==> src/rtl/apb_timer_pkg.sv <==
// Shared definitions for the APB timer slave.
//   - Byte offsets of the register map (decoded from PADDR[4:2]).
//   - Bit positions inside CTRL.
//   - APB handshake state encoding.
package apb_timer_pkg;

  localparam logic [4:0] CTRL_OFS   = 5'h00;
  localparam logic [4:0] PSC_OFS    = 5'h04;
  localparam logic [4:0] ARR_OFS    = 5'h08;
  localparam logic [4:0] CNT_OFS    = 5'h0C;
  localparam logic [4:0] STATUS_OFS = 5'h10;

  localparam int unsigned CTRL_W          = 3;
  localparam int unsigned CTRL_EN_BIT     = 0;
  localparam int unsigned CTRL_IRQ_EN_BIT = 1;
  localparam int unsigned CTRL_AR_BIT     = 2;

  typedef enum logic [1:0] {
    IDLE = 2'd0,
    WAIT = 2'd1,
    DONE = 2'd2
  } apb_state_t;

endpackage

==> src/rtl/apb_timer_slave_timer_core.sv <==
// Timer datapath: prescaler, up-counter with compare/auto-reload, UIF flag
// and CTRL register, plus the software write ports that override them.
// Ports:
//   i_clk, i_rst          clock, async active-high reset
//   i_wdata               APB write data
//   i_wr_ctrl..i_wr_status one-cycle write strobes per register
//   o_ctrl, o_psc, o_arr, o_cnt, o_uif  register contents
module timer_core
  import apb_timer_pkg::*;
#(
  parameter int unsigned CNT_W = 32,
  parameter int unsigned PSC_W = 16
) (
  input  logic              i_clk,
  input  logic              i_rst,
  input  logic [31:0]       i_wdata,
  input  logic              i_wr_ctrl,
  input  logic              i_wr_psc,
  input  logic              i_wr_arr,
  input  logic              i_wr_cnt,
  input  logic              i_wr_status,
  output logic [CTRL_W-1:0] o_ctrl,
  output logic [PSC_W-1:0]  o_psc,
  output logic [CNT_W-1:0]  o_arr,
  output logic [CNT_W-1:0]  o_cnt,
  output logic              o_uif
);

  logic [CTRL_W-1:0] r_ctrl;
  logic [PSC_W-1:0]  r_psc;
  logic [PSC_W-1:0]  r_psc_cnt;
  logic [CNT_W-1:0]  r_arr;
  logic [CNT_W-1:0]  r_cnt;
  logic              r_uif;

  logic w_en;
  logic w_tick;
  logic w_match;
  logic w_set_uif;
  logic w_en_rise;
  logic w_unused_wdata;

  assign w_unused_wdata = &{1'b0, i_wdata};

  always_comb begin
    w_en      = r_ctrl[CTRL_EN_BIT];
    w_tick    = w_en && (r_psc_cnt == r_psc);
    w_match   = (r_cnt == r_arr);
    // A CNT write in the same cycle swallows the tick, so no match either.
    w_set_uif = w_tick && w_match && !i_wr_cnt;
    w_en_rise = i_wr_ctrl && !w_en && i_wdata[CTRL_EN_BIT];
  end

  always_ff @(posedge i_clk or posedge i_rst) begin
    if (i_rst) begin
      r_ctrl    <= '0;
      r_psc     <= '0;
      r_psc_cnt <= '0;
      r_arr     <= '1;
      r_cnt     <= '0;
      r_uif     <= 1'b0;
    end else begin
      if (i_wr_psc) r_psc <= i_wdata[PSC_W-1:0];
      if (i_wr_arr) r_arr <= i_wdata[CNT_W-1:0];

      if (i_wr_psc || w_en_rise) r_psc_cnt <= '0;
      else if (w_en)             r_psc_cnt <= w_tick ? '0 : r_psc_cnt + 1'b1;

      if (i_wr_cnt)    r_cnt <= i_wdata[CNT_W-1:0];
      else if (w_tick) r_cnt <= w_match ? '0 : r_cnt + 1'b1;

      // Hardware set has priority over software clear.
      if (w_set_uif)                       r_uif <= 1'b1;
      else if (i_wr_status && i_wdata[0])  r_uif <= 1'b0;

      // Software CTRL write has priority over the one-shot EN clear.
      if (i_wr_ctrl)                              r_ctrl <= i_wdata[CTRL_W-1:0];
      else if (w_set_uif && !r_ctrl[CTRL_AR_BIT]) r_ctrl[CTRL_EN_BIT] <= 1'b0;
    end
  end

  assign o_ctrl = r_ctrl;
  assign o_psc  = r_psc;
  assign o_arr  = r_arr;
  assign o_cnt  = r_cnt;
  assign o_uif  = r_uif;

endmodule

==> src/rtl/apb_timer_slave.sv <==
// APB timer slave: APB handshake with one fixed wait state, register decode
// on PADDR[4:2], read mux, and the timer_core datapath.
// Ports:
//   PCLK, PRESET                 clock, async active-high reset
//   PADDR, PWRITE, PENABLE,
//   PWDATA, PSEL                 APB request from the master
//   PRDATA, PREADY               APB response (PRDATA is 0 unless PREADY)
//   irq                          level interrupt = UIF & IRQ_EN
module apb_timer_slave
  import apb_timer_pkg::*;
#(
  parameter int unsigned CNT_W = 32,
  parameter int unsigned PSC_W = 16
) (
  input  logic        PCLK,
  input  logic        PRESET,
  input  logic [31:0] PADDR,
  input  logic        PWRITE,
  input  logic        PENABLE,
  input  logic [31:0] PWDATA,
  input  logic        PSEL,
  output logic [31:0] PRDATA,
  output logic        PREADY,
  output logic        irq
);

  apb_state_t        r_state;
  logic              r_pready;
  logic [31:0]       r_prdata;

  logic [4:0]        w_ofs;
  logic              w_commit;
  logic [31:0]       w_rdata;
  logic [CTRL_W-1:0] w_ctrl;
  logic [PSC_W-1:0]  w_psc;
  logic [CNT_W-1:0]  w_arr;
  logic [CNT_W-1:0]  w_cnt;
  logic              w_uif;
  logic              w_unused_addr;

  assign w_unused_addr = &{1'b0, PADDR[31:5], PADDR[1:0]};
  assign w_ofs         = {PADDR[4:2], 2'b00};
  // Writes land on the edge that ends the DONE cycle.
  assign w_commit      = (r_state == DONE) && PSEL && PWRITE;

  always_comb begin
    w_rdata = '0;
    case (w_ofs)
      CTRL_OFS:   w_rdata = 32'(w_ctrl);
      PSC_OFS:    w_rdata = 32'(w_psc);
      ARR_OFS:    w_rdata = 32'(w_arr);
      CNT_OFS:    w_rdata = 32'(w_cnt);
      STATUS_OFS: w_rdata = 32'(w_uif);
      default:    w_rdata = '0;
    endcase
  end

  always_ff @(posedge PCLK or posedge PRESET) begin
    if (PRESET) begin
      r_state  <= IDLE;
      r_pready <= 1'b0;
      r_prdata <= '0;
    end else begin
      case (r_state)
        IDLE: begin
          r_pready <= 1'b0;
          r_prdata <= '0;
          if (PSEL && PENABLE && !r_pready) r_state <= WAIT;
        end
        WAIT: begin
          if (PSEL && PENABLE) begin
            r_state  <= DONE;
            r_pready <= 1'b1;
            r_prdata <= PWRITE ? '0 : w_rdata;
          end else begin
            r_state  <= IDLE;
          end
        end
        DONE: begin
          r_state  <= IDLE;
          r_pready <= 1'b0;
          r_prdata <= '0;
        end
        default: begin
          r_state  <= IDLE;
          r_pready <= 1'b0;
          r_prdata <= '0;
        end
      endcase
    end
  end

  timer_core #(
    .CNT_W(CNT_W),
    .PSC_W(PSC_W)
  ) u_core (
    .i_clk       (PCLK),
    .i_rst       (PRESET),
    .i_wdata     (PWDATA),
    .i_wr_ctrl   (w_commit && (w_ofs == CTRL_OFS)),
    .i_wr_psc    (w_commit && (w_ofs == PSC_OFS)),
    .i_wr_arr    (w_commit && (w_ofs == ARR_OFS)),
    .i_wr_cnt    (w_commit && (w_ofs == CNT_OFS)),
    .i_wr_status (w_commit && (w_ofs == STATUS_OFS)),
    .o_ctrl      (w_ctrl),
    .o_psc       (w_psc),
    .o_arr       (w_arr),
    .o_cnt       (w_cnt),
    .o_uif       (w_uif)
  );

  assign PREADY = r_pready;
  assign PRDATA = r_prdata;
  assign irq    = w_uif & w_ctrl[CTRL_IRQ_EN_BIT];

endmodule

==> config.mk <==
export PLATFORM = sky130hd
export DESIGN_NAME = apb_timer_slave
export DESIGN_NICKNAME = d
export VERILOG_FILES = /design/src/rtl/apb_timer_pkg.sv /design/src/rtl/apb_timer_slave_timer_core.sv /design/src/rtl/apb_timer_slave.sv
export SDC_FILE = /design/constraint.sdc
export NUM_CORES = 1
export LEC_CHECK = 0
export ABC_AREA = 1
export ABC_CLOCK_PERIOD_IN_PS = 3100
export BUFFER_PORTS_ARGS = -buffer_cell sky130_fd_sc_hd__buf_2
export CAP_MARGIN = 40
export CORE_ASPECT_RATIO = 1.75
export CORE_UTILIZATION = 53
export DETAILED_ROUTE_END_ITERATION = 8
export PLACE_DENSITY = 0.77
export SYNTH_ARGS = -nofsm -noshare
export SYNTH_HDL_FRONTEND = slang
export SYNTH_HIERARCHICAL = 1
export SYNTH_SLANG_ARGS = --single-unit
==> constraint.sdc <==
create_clock -name PCLK -period 3.1 [get_ports PCLK]
set_input_delay 0.775 -clock PCLK [delete_from_list [all_inputs] [get_ports PCLK]]
set_output_delay 0.775 -clock PCLK [all_outputs]
set_load 0.01 [all_outputs]
==> flow_summary.json, run 1 <==
{
  "avgSynthCellArea_sq_um": 6.71,
  "ctsResizeCount": 0,
  "antenna_cells": 0,
  "start_kind": "register",
  "area_growth_pct": 12.7,
  "detail_route.wirelength_mm": 23.5,
  "yosys.area.top_type": "dfrtp_1",
  "track_usage_pct": 29.8,
  "clock_path_buffers": 2,
  "hold_class": "input pin to async pin",
  "worstSetupPathType": "register to register",
  "post-route-period-util_pct": 75.9,
  "tightest_slew_ns": 0.655,
  "slew_viol_final": 0,
  "drv_cap": 0,
  "postCtsSetupRepairBufs": 0,
  "clock_latency_ns": 0.43,
  "die_w_um": 97.1,
  "clkPwrFrac_pct": 42.2,
  "via_per_inst": 5.23,
  "drt_iter0_markers": 398,
  "drtAntennaViolNets": 0,
  "dr.pass1.iters": 6,
  "wl_per_cell_um": 15.5,
  "power_density_mw_per_mm2": 485,
  "cts_root_buf": "clkbuf_16",
  "die_h_um": 168,
  "slew_headroom_pct": 56.2,
  "path_delay_family": "simple AND/OR/NAND/NOR gates",
  "period_needed_ns": 2.35,
  "grt_first_pass_wirelength_mm": 37.8,
  "rsz0062_at_grt": "no",
  "crit_slowest_cell": "dfrtp_1",
  "place_congestion": 0.972,
  "grt_pass1_vias": 7612,
  "io_pins": 103,
  "skew_ns": 0.0138,
  "r2r_cells": 12,
  "fp-row-count": 60,
  "synth_edf_count": 0,
  "utilization_pct": 61.4,
  "pwr-share-comb_pct": 13.4,
  "fin_area_sq_mm": 0.00945,
  "ir_drop_mv": 0.351,
  "yosysMostFrequentCell": "nand2_1",
  "ys.flop_type": "dfrtp_1",
  "tritoncts": "yes",
  "dpl_cell_area_sq_mm": 0.00889,
  "syn-instance-count": 1249,
  "r2r-end": "u_core/r_psc_cnt[14]$_DFFE_PP0P_",
  "synth_common_cells": "549 x nand2_1, 146 x inv_1, 104 x nand3_1",
  "cp_max_fo": 8,
  "cp_num_buf_inv": 1,
  "max_freq_mhz": 425,
  "hold_buffers": 0,
  "floorplan.initialDensity_pct": 54.5,
  "syn_nets": 1320,
  "synthArstFlopShare_pct": 100,
  "ys_types": 39,
  "dieArea_sq_mm": 0.0163,
  "arrival_ns": 2.65,
  "p_int_mw": 3.22,
  "io_buffers": 73,
  "hpwl_mm": 17.7,
  "synth_area_sq_mm": 0.00839,
  "nets": 1386,
  "power_leakage_nw": 5.16,
  "ys_seq_area_share_pct": 40.8,
  "p_sw_share_pct": 29.6,
  "power_mw": 4.58,
  "drc": 0,
  "cp_data_required_time_ns": 3.40,
  "hold_viol": 0,
  "path_cells": "nor2_1 -> nand3_1 -> nor4_1 -> nand2_1 -> nand3_2 -> inv_1 -> nor2_1 -> nand2_1 -> nor2_1 -> nand3_1 -> nand2_1 -> nor2_1",
  "vias": 7913,
  "design.core.area_sq_mm": 0.0154,
  "drive_above_1_share_pct": 14.8,
  "grt_max_degree": 63,
  "clock-sinks": 135,
  "tns_ns": 0,
  "synth_top_area_share_pct": 30.7,
  "yosysWarnings": 6,
  "outcome": "completed",
  "r2r_start": "r_state[0]$_DFFE_PP0P_",
  "synth-seq-cells": 135,
  "synth_area_leaders": "dfrtp_1 31%, nand2_1 25%, dfstp_2 10%",
  "grt_antenna_before_repair": 0,
  "critPathMaxStageDelay_ns": 0.41,
  "setup_viol": 0,
  "cts-buffers-inserted": 17,
  "fillers": 1501,
  "cp_common_cell": "nor2_1",
  "switching_power_mw": 1.35,
  "endpoint_kind": "register",
  "cts.htree.levels": 4,
  "overflow": 0,
  "path_clk_slew_ns": 0.06,
  "ff2ff_setup_slack_ns": 0.75,
  "p_seq_share_pct": 44.3
}
## cell usage in the layout, fill, tap and decap left out, drive strengths merged, types with 7 or more instances in the layout
master	synthesis	routed
o21ai	57	57
nor3	13	13
nand2	550	550
nand4	12	12
mux2	7	7
a21oi	7	7
nor2	89	89
inv	154	156
buf	28	92
dfrtp	103	103
clkinv	10	18
clkbuf	17	18
xor2	28	28
nand3	117	117
dfstp	32	32
## worst max path at each step
stage	start	endpoint	cells after the start
floorplan	PADDR[2]	u_core/r_psc_cnt[12]$_DFFE_PP0P_	11
global placement	PSEL	u_core/r_psc_cnt[14]$_DFFE_PP0P_	12
detailed placement	PWRITE	u_core/r_psc_cnt[14]$_DFFE_PP0P_	12
CTS	r_state[0]$_DFFE_PP0P_	u_core/r_psc_cnt[14]$_DFFE_PP0P_	12
global route	r_state[0]$_DFFE_PP0P_	u_core/r_psc_cnt[14]$_DFFE_PP0P_	13
finish	r_state[0]$_DFFE_PP0P_	u_core/r_psc_cnt[14]$_DFFE_PP0P_	12
## per-layer routing
metal	up-vias	GRT usage [%]	wire, um
met3	66	3.45	685
met1	3690	31.6	8610
li1	3975	-	-
met2	182	55.5	12900
met4	0	18.2	1250
met5	-	0	0
## flip-flops by register name (all words and copies together) (netlist names)
signal,cells
u_core/o_cnt,32
u_core/r_psc_cnt,16
r_state,2
u_core/o_uif,1
u_core/o_ctrl,3
PREADY,1
u_core/o_arr,32
PRDATA,32
u_core/o_psc,16
## worst register-to-register path, delay by kind of cell, from the launching register on
kind	cells	cell delay, ns
buffers and inverters	1	0.10
flip-flops	1	0.41
AND/OR/NAND/NOR	11	1.72
## power by group through the flow
stage | combinational (mW) | sequential, mW | clock [mW]
6_report | 0.616 | 2.03 | 1.93
2_1_floorplan | 0.447 | 2.02 | 0
3_5_place_dp | 0.614 | 2.06 | 0
3_3_place_gp | 0.606 | 2.05 | 0
5_1_grt | 0.698 | 2.04 | 2.04
4_1_cts | 0.619 | 2.03 | 1.96
## cell type report
class	count	area (sq um)	area share, %
Multi-Input combinational cell	905	4090	43.3
Sequential cell	135	3420	36.2
Inverter	164	619	6.56
Timing Repair Buffer	92	533	5.64
Clock buffer	18	429	4.54
Tap cell	186	233	2.46
Clock inverter	14	126	1.34
## stage by stage
step	cells	hold slack [ns]	worst slack, ns
finish	1514	0.390	0.748
global placement	1482	0.419	0.380
floorplan	1249	0.412	0.485
global route	1514	0.415	0.546
detailed placement	1482	0.437	0.343
CTS	1514	0.403	0.690
## logic make-up (layout without fill, tap and decap cells)
| kind of cell | Yosys count | count (layout) | share of synthesized area [%] |
|---|---|---|---|
| AOI/OAI and AO/OA | 71 | 71 | 4.42 |
| xor gates and xnor gates | 31 | 31 | 3.24 |
| adders and majority gates | 2 | 2 | 0.298 |
| buffers and inverters | 209 | 288 | 10.7 |
| DFF | 135 | 135 | 40.8 |
| muxes | 7 | 7 | 0.940 |
| and+or+nand+nor | 794 | 794 | 39.7 |
(Power assumes the default switching activity.)
==> inputs of run 2 (changes only) <==
- ABC_CLOCK_PERIOD_IN_PS: 3100 -> 2420
- CORE_UTILIZATION: 53 -> 59
- PLACE_DENSITY: 0.77 -> 0.81
- clock period: 3.1 -> 2.42 ns (I/O delays scaled with it)
==> run 2 against run 1 <==
Clock skew is 0.0017 ns lower. Register-to-register slack worse by 0.52 ns. Via count is 3.0% higher. Fmax is 7.3% higher. Clock power is 28% higher. Wire length is 9.2% higher. Design area is 1.4% higher. Combinational power is 35% higher. Critical path type unchanged. Critical endpoint is now u_core/o_cnt[21]$_DFFE_PP0P_. Largest power group unchanged.
==> flow_summary.json, run 2 (synthesis gave the netlist of run 1 again) <==
{
  "outcome": "completed",
  "cts-buffers-inserted": 17,
  "arrival_ns": 2.50,
  "cts.htree.levels": 4,
  "r2r-end": "u_core/o_cnt[21]$_DFFE_PP0P_",
  "post-route-period-util_pct": 90.6,
  "place_congestion": 1.05,
  "design.core.area_sq_mm": 0.0139,
  "postCtsSetupRepairBufs": 0,
  "cp_num_buf_inv": 2,
  "r2r_start": "u_core/o_psc[14]$_DFFE_PP0P_",
  "max_freq_mhz": 456,
  "crit_slowest_cell": "dfrtp_1",
  "dpl_cell_area_sq_mm": 0.00902,
  "utilization_pct": 68.9,
  "skew_ns": 0.0120,
  "track_usage_pct": 36.6,
  "vias": 8151,
  "drtAntennaViolNets": 0,
  "clock_latency_ns": 0.42,
  "hold_viol": 0,
  "p_sw_share_pct": 31.2,
  "endpoint_kind": "register",
  "power_leakage_nw": 5.22,
  "hold_buffers": 0,
  "pre_cts_slack_ns": 0.00169,
  "mostFrequentLayoutCells": "549 x nand2_1, 145 x inv_1, 104 x nand3_1",
  "ctsResizeCount": 0,
  "path_cells": "xnor2_1 -> nor3b_1 -> nand3_4 -> buf_4 -> nand3_1 -> nand2_1 -> inv_1 -> nand2_1",
  "hpwl_mm": 19.7,
  "pwr-share-comb_pct": 14.1,
  "switching_power_mw": 1.84,
  "dieArea_sq_mm": 0.0147,
  "slew_headroom_pct": 61.5,
  "path_clk_slew_ns": 0.07,
  "antenna_cells": 0,
  "clkPwrFrac_pct": 41.9,
  "p_seq_share_pct": 44.0,
  "tritoncts": "yes",
  "layout_commonest_cell": "nand2_1",
  "nets": 1397,
  "fin_hold_ws_ns": 0.253,
  "grt_first_pass_wirelength_mm": 40.7,
  "io_pins": 103,
  "period_needed_ns": 2.19,
  "cp_max_fo": 19,
  "worstSetupPathType": "register to register",
  "clock_path_buffers": 2,
  "power_mw": 5.91,
  "via_per_inst": 5.38,
  "io_buffers": 73,
  "drt_iter0_markers": 596,
  "hold_class": "input pin to async pin",
  "grt_pass1_vias": 8083,
  "dp.cells": 1484,
  "die_w_um": 92.1,
  "cp_common_cell": "nand2_1",
  "ir_drop_mv": 0.592,
  "dr.pass1.iters": 5,
  "die_h_um": 160,
  "slew_viol_final": 0,
  "path_delay_family": "simple AND/OR/NAND/NOR gates",
  "clock-sinks": 135,
  "grt_antenna_before_repair": 0,
  "cp_data_required_time_ns": 2.73,
  "cts_root_buf": "clkbuf_16",
  "drc": 0,
  "setup_viol": 0,
  "grt_max_degree": 49,
  "fp-row-count": 57,
  "drive_above_1_share_pct": 15.5,
  "ff2ff_setup_slack_ns": 0.23,
  "r2r_cells": 8,
  "start_kind": "register",
  "tightest_slew_ns": 0.576,
  "drv_cap": 0,
  "p_int_mw": 4.07,
  "setup_ws_ns": 0.228,
  "rsz0062_at_grt": "no",
  "detail_route.wirelength_mm": 25.6,
  "fin_area_sq_mm": 0.00958,
  "area_growth_pct": 14.3,
  "tns_ns": 0,
  "fin_cells": 1516,
  "power_density_mw_per_mm2": 617,
  "overflow": 0,
  "critPathMaxStageDelay_ns": 0.43,
  "wl_per_cell_um": 16.9,
  "floorplan.initialDensity_pct": 60.3
}
==> run 2: worst max path at each step <==
stage	from	to	slack (ns)	depth (start not counted)
after floorplan	PADDR[3]	u_core/r_psc_cnt[12]$_DFFE_PP0P_	0.004	10
after global placement	PADDR[3]	u_core/r_psc_cnt[13]$_DFFE_PP0P_	0.01	9
after detailed placement	PADDR[3]	u_core/r_psc_cnt[13]$_DFFE_PP0P_	0.002	9
after CTS	r_state[0]$_DFFE_PP0P_	u_core/r_psc_cnt[13]$_DFFE_PP0P_	0.23	10
after global routing	r_state[0]$_DFFE_PP0P_	u_core/r_psc_cnt[13]$_DFFE_PP0P_	0.03	10
final	u_core/o_psc[14]$_DFFE_PP0P_	u_core/o_cnt[21]$_DFFE_PP0P_	0.23	8
==> run 2: power groups by stage <==
stage          combinational [mW]  clock [mW]  sequential (mW)
4_1_cts                     0.832        2.51             2.60
2_1_floorplan               0.573           0             2.58
6_report                    0.834        2.48             2.60
5_1_grt                     0.940        2.59             2.63
3_3_place_gp                0.808           0             2.63
3_5_place_dp                0.823           0             2.64
==> run 2: cell type report <==
| type | instances | area, sq um |
|---|---|---|
| inverters | 164 | 619 |
| multi-input cells | 905 | 4100 |
| well taps | 177 | 221 |
| repair buffers | 103 | 666 |
| clock buffers | 17 | 425 |
| clock inverters | 15 | 134 |
| fillers | 1260 | 4330 |
| flip-flops and latches | 135 | 3420 |
==> run 2: metal layers <==
layer	GRT usage (%)	routed length (um)
met4	28.9	2210
met2	67.9	14000
met5	0	0
met1	35.4	8560
met3	4.76	906
==> inputs of run 3 (changes only) <==
- PLACE_DENSITY: 0.81 -> 0.88
==> run 3 against run 2 <==
Power shrank 2.0%. Flip-flop and latch count is the same. Cell count shrank 0.13%. Clock skew shrank 0.0025 ns. Critical endpoint is now u_core/o_cnt[31]$_DFFE_PP0P_. Highest routed layer unchanged. Via count shrank 0.21%. Clock power shrank 3%. Critical path type unchanged. Wire length shrank 9.4%.
==> flow_summary.json, run 3 (synthesis gave the netlist of run 1 again) <==
{
  "drive_above_1_share_pct": 15.3,
  "dieArea_sq_mm": 0.0147,
  "nets": 1395,
  "dpl_cell_area_sq_mm": 0.00901,
  "clock_latency_ns": 0.41,
  "grt_busiest_layer": "met2",
  "worstSetupPathType": "register to register",
  "fin_hold_ws_ns": 0.335,
  "drtAntennaViolNets": 0,
  "power_density_mw_per_mm2": 607,
  "overflow": 0,
  "fillers": 1203,
  "period_needed_ns": 2.20,
  "area_growth_pct": 13.9,
  "fin_area_sq_mm": 0.00955,
  "cts_root_buf": "clkbuf_16",
  "track_usage_pct": 33.6,
  "tightest_slew_ns": 0.577,
  "r2r_cells": 12,
  "slew_viol_final": 0,
  "hold_class": "input pin to async pin",
  "rsz0062_at_grt": "no",
  "mostFrequentLayoutCells": "549 x nand2_1, 145 x inv_1, 104 x nand3_1",
  "grtUsageMet3_pct": 4.24,
  "grt_first_pass_wirelength_mm": 38.4,
  "fin_cells": 1514,
  "cp_max_fo": 32,
  "met2_usage_pct": 60.8,
  "cts.htree.levels": 4,
  "place_congestion": 0.999,
  "layout_commonest_cell": "nand2_1",
  "met1_usage_pct": 35.3,
  "hold_viol": 0,
  "hpwl_mm": 17.0,
  "vias": 8134,
  "start_kind": "register",
  "arrival_ns": 2.50,
  "io_buffers": 73,
  "startpoint": "u_core/o_arr[26]$_DFFE_PP1P_",
  "tritoncts": "yes",
  "detail_route.wirelength_mm": 23.2,
  "cp_data_required_time_ns": 2.72,
  "dp.cells": 1482,
  "ir_drop_mv": 0.602,
  "setup_viol": 0,
  "drv_cap": 0,
  "die_h_um": 160,
  "ff2ff_setup_slack_ns": 0.22,
  "power_mw": 5.80,
  "post-route-period-util_pct": 90.8,
  "floorplan.initialDensity_pct": 60.3,
  "path_clk_slew_ns": 0.06,
  "antenna_cells": 0,
  "r2r_start": "u_core/o_arr[26]$_DFFE_PP1P_",
  "fp-row-count": 57,
  "crit_end": "u_core/o_cnt[31]$_DFFE_PP0P_",
  "endpoint_kind": "register",
  "grt_pass1_vias": 8041,
  "wl_per_cell_um": 15.3,
  "r2r-end": "u_core/o_cnt[31]$_DFFE_PP0P_",
  "grt_antenna_before_repair": 0,
  "outcome": "completed",
  "drc": 0,
  "power_leakage_nw": 5.19,
  "io_pins": 103,
  "design.core.area_sq_mm": 0.0139,
  "cts-buffers-inserted": 17,
  "tns_ns": 0,
  "via_per_inst": 5.37,
  "clock_path_buffers": 2,
  "skew_ns": 0.00954,
  "max_freq_mhz": 455,
  "grt_max_degree": 101,
  "drt_iter0_markers": 488,
  "dr.pass1.iters": 5,
  "postCtsSetupRepairBufs": 0,
  "die_w_um": 92.1,
  "slew_headroom_pct": 61.5,
  "clock-sinks": 135
}
-- run 3: cell count changes in the layout (fill, tap and decap cells not counted) --
cell and change:
inv_8 -4, buf_4 -2, clkinvlp_4 +2, clkbuf_1 +2
clkbuf_8 +1, nor2_2 +1, clkinv_4 -1, nor2_1 -1
-- run 3: per-layer routing --
layer  part of all wire (%)  wire length (um)  up-vias
met5                      0                 0        -
met4                    6.7              1550        0
met3                    3.7               854       92
met2                     53             12400      291
met1                     36              8420     3753
li1                       -                 -     3998
-- run 3: cell type report --
cell class / count / area (sq um) / share of cell area (%)
Clock buffer: 20 / 447 / 4.68
Clock inverter: 12 / 95.1 / 0.996
Inverter: 164 / 619 / 6.48
Multi-Input combinational cell: 905 / 4100 / 42.9
Sequential cell: 135 / 3420 / 35.8
Tap cell: 177 / 221 / 2.32
Timing Repair Buffer: 101 / 651 / 6.81
-- run 3: repair_timing --
action	4_1_cts	5_1_grt
hold buffers	0	0
setup endpoints to repair	0	2
resized for setup	0	1
-- run 3: stage by stage --
| step | setup slack (ns) | utilization, % |
|---|---|---|
| after floorplan | 0.00424 | - |
| after global placement | 0.0438 | 64.8 |
| after detailed placement | 0.0444 | 64.8 |
| after CTS | 0.210 | 68.7 |
| after global routing | 0.0399 | 68.7 |
| final | 0.222 | 68.7 |
-- run 3: worst max-delay path, cell delays in order, from the launching register on --
cell     delay, ns
dfstp_2       0.55
inv_1         0.05
nand2_1       0.05
nand2_1       0.05
a21oi_1       0.30
nand2_1       0.09
nor2_1        0.15
nand2_1       0.08
nor2_2        0.23
nor2_2        0.05
buf_4         0.27
nand3_1       0.15
nand2_1       0.07
-- run 3: worst min path at each step --
stage                           startpoint                     end  slack [ns]  cells past startpoint
floorplan           r_state[1]$_DFFE_PP0P_  r_state[0]$_DFFE_PP0P_        0.41                      1
global route                        PRESET  PRDATA[19]$_DFFE_PP0P_        0.39                      3
CTS                                 PRESET  PRDATA[19]$_DFFE_PP0P_        0.35                      3
detailed placement  r_state[1]$_DFFE_PP0P_  r_state[0]$_DFFE_PP0P_        0.44                      1
global placement    r_state[1]$_DFFE_PP0P_  r_state[0]$_DFFE_PP0P_        0.42                      1
finish                              PRESET  PRDATA[19]$_DFFE_PP0P_        0.34                      3
-- run 3: where the power goes --
| group | internal (mW) | leakage [nW] | switching [mW] | total (mW) |
|---|---|---|---|---|
| clock network | 1.35 | 0.250 | 1.05 | 2.40 |
| registers | 2.43 | 1.67 | 0.174 | 2.60 |
| logic | 0.295 | 3.27 | 0.505 | 0.800 |
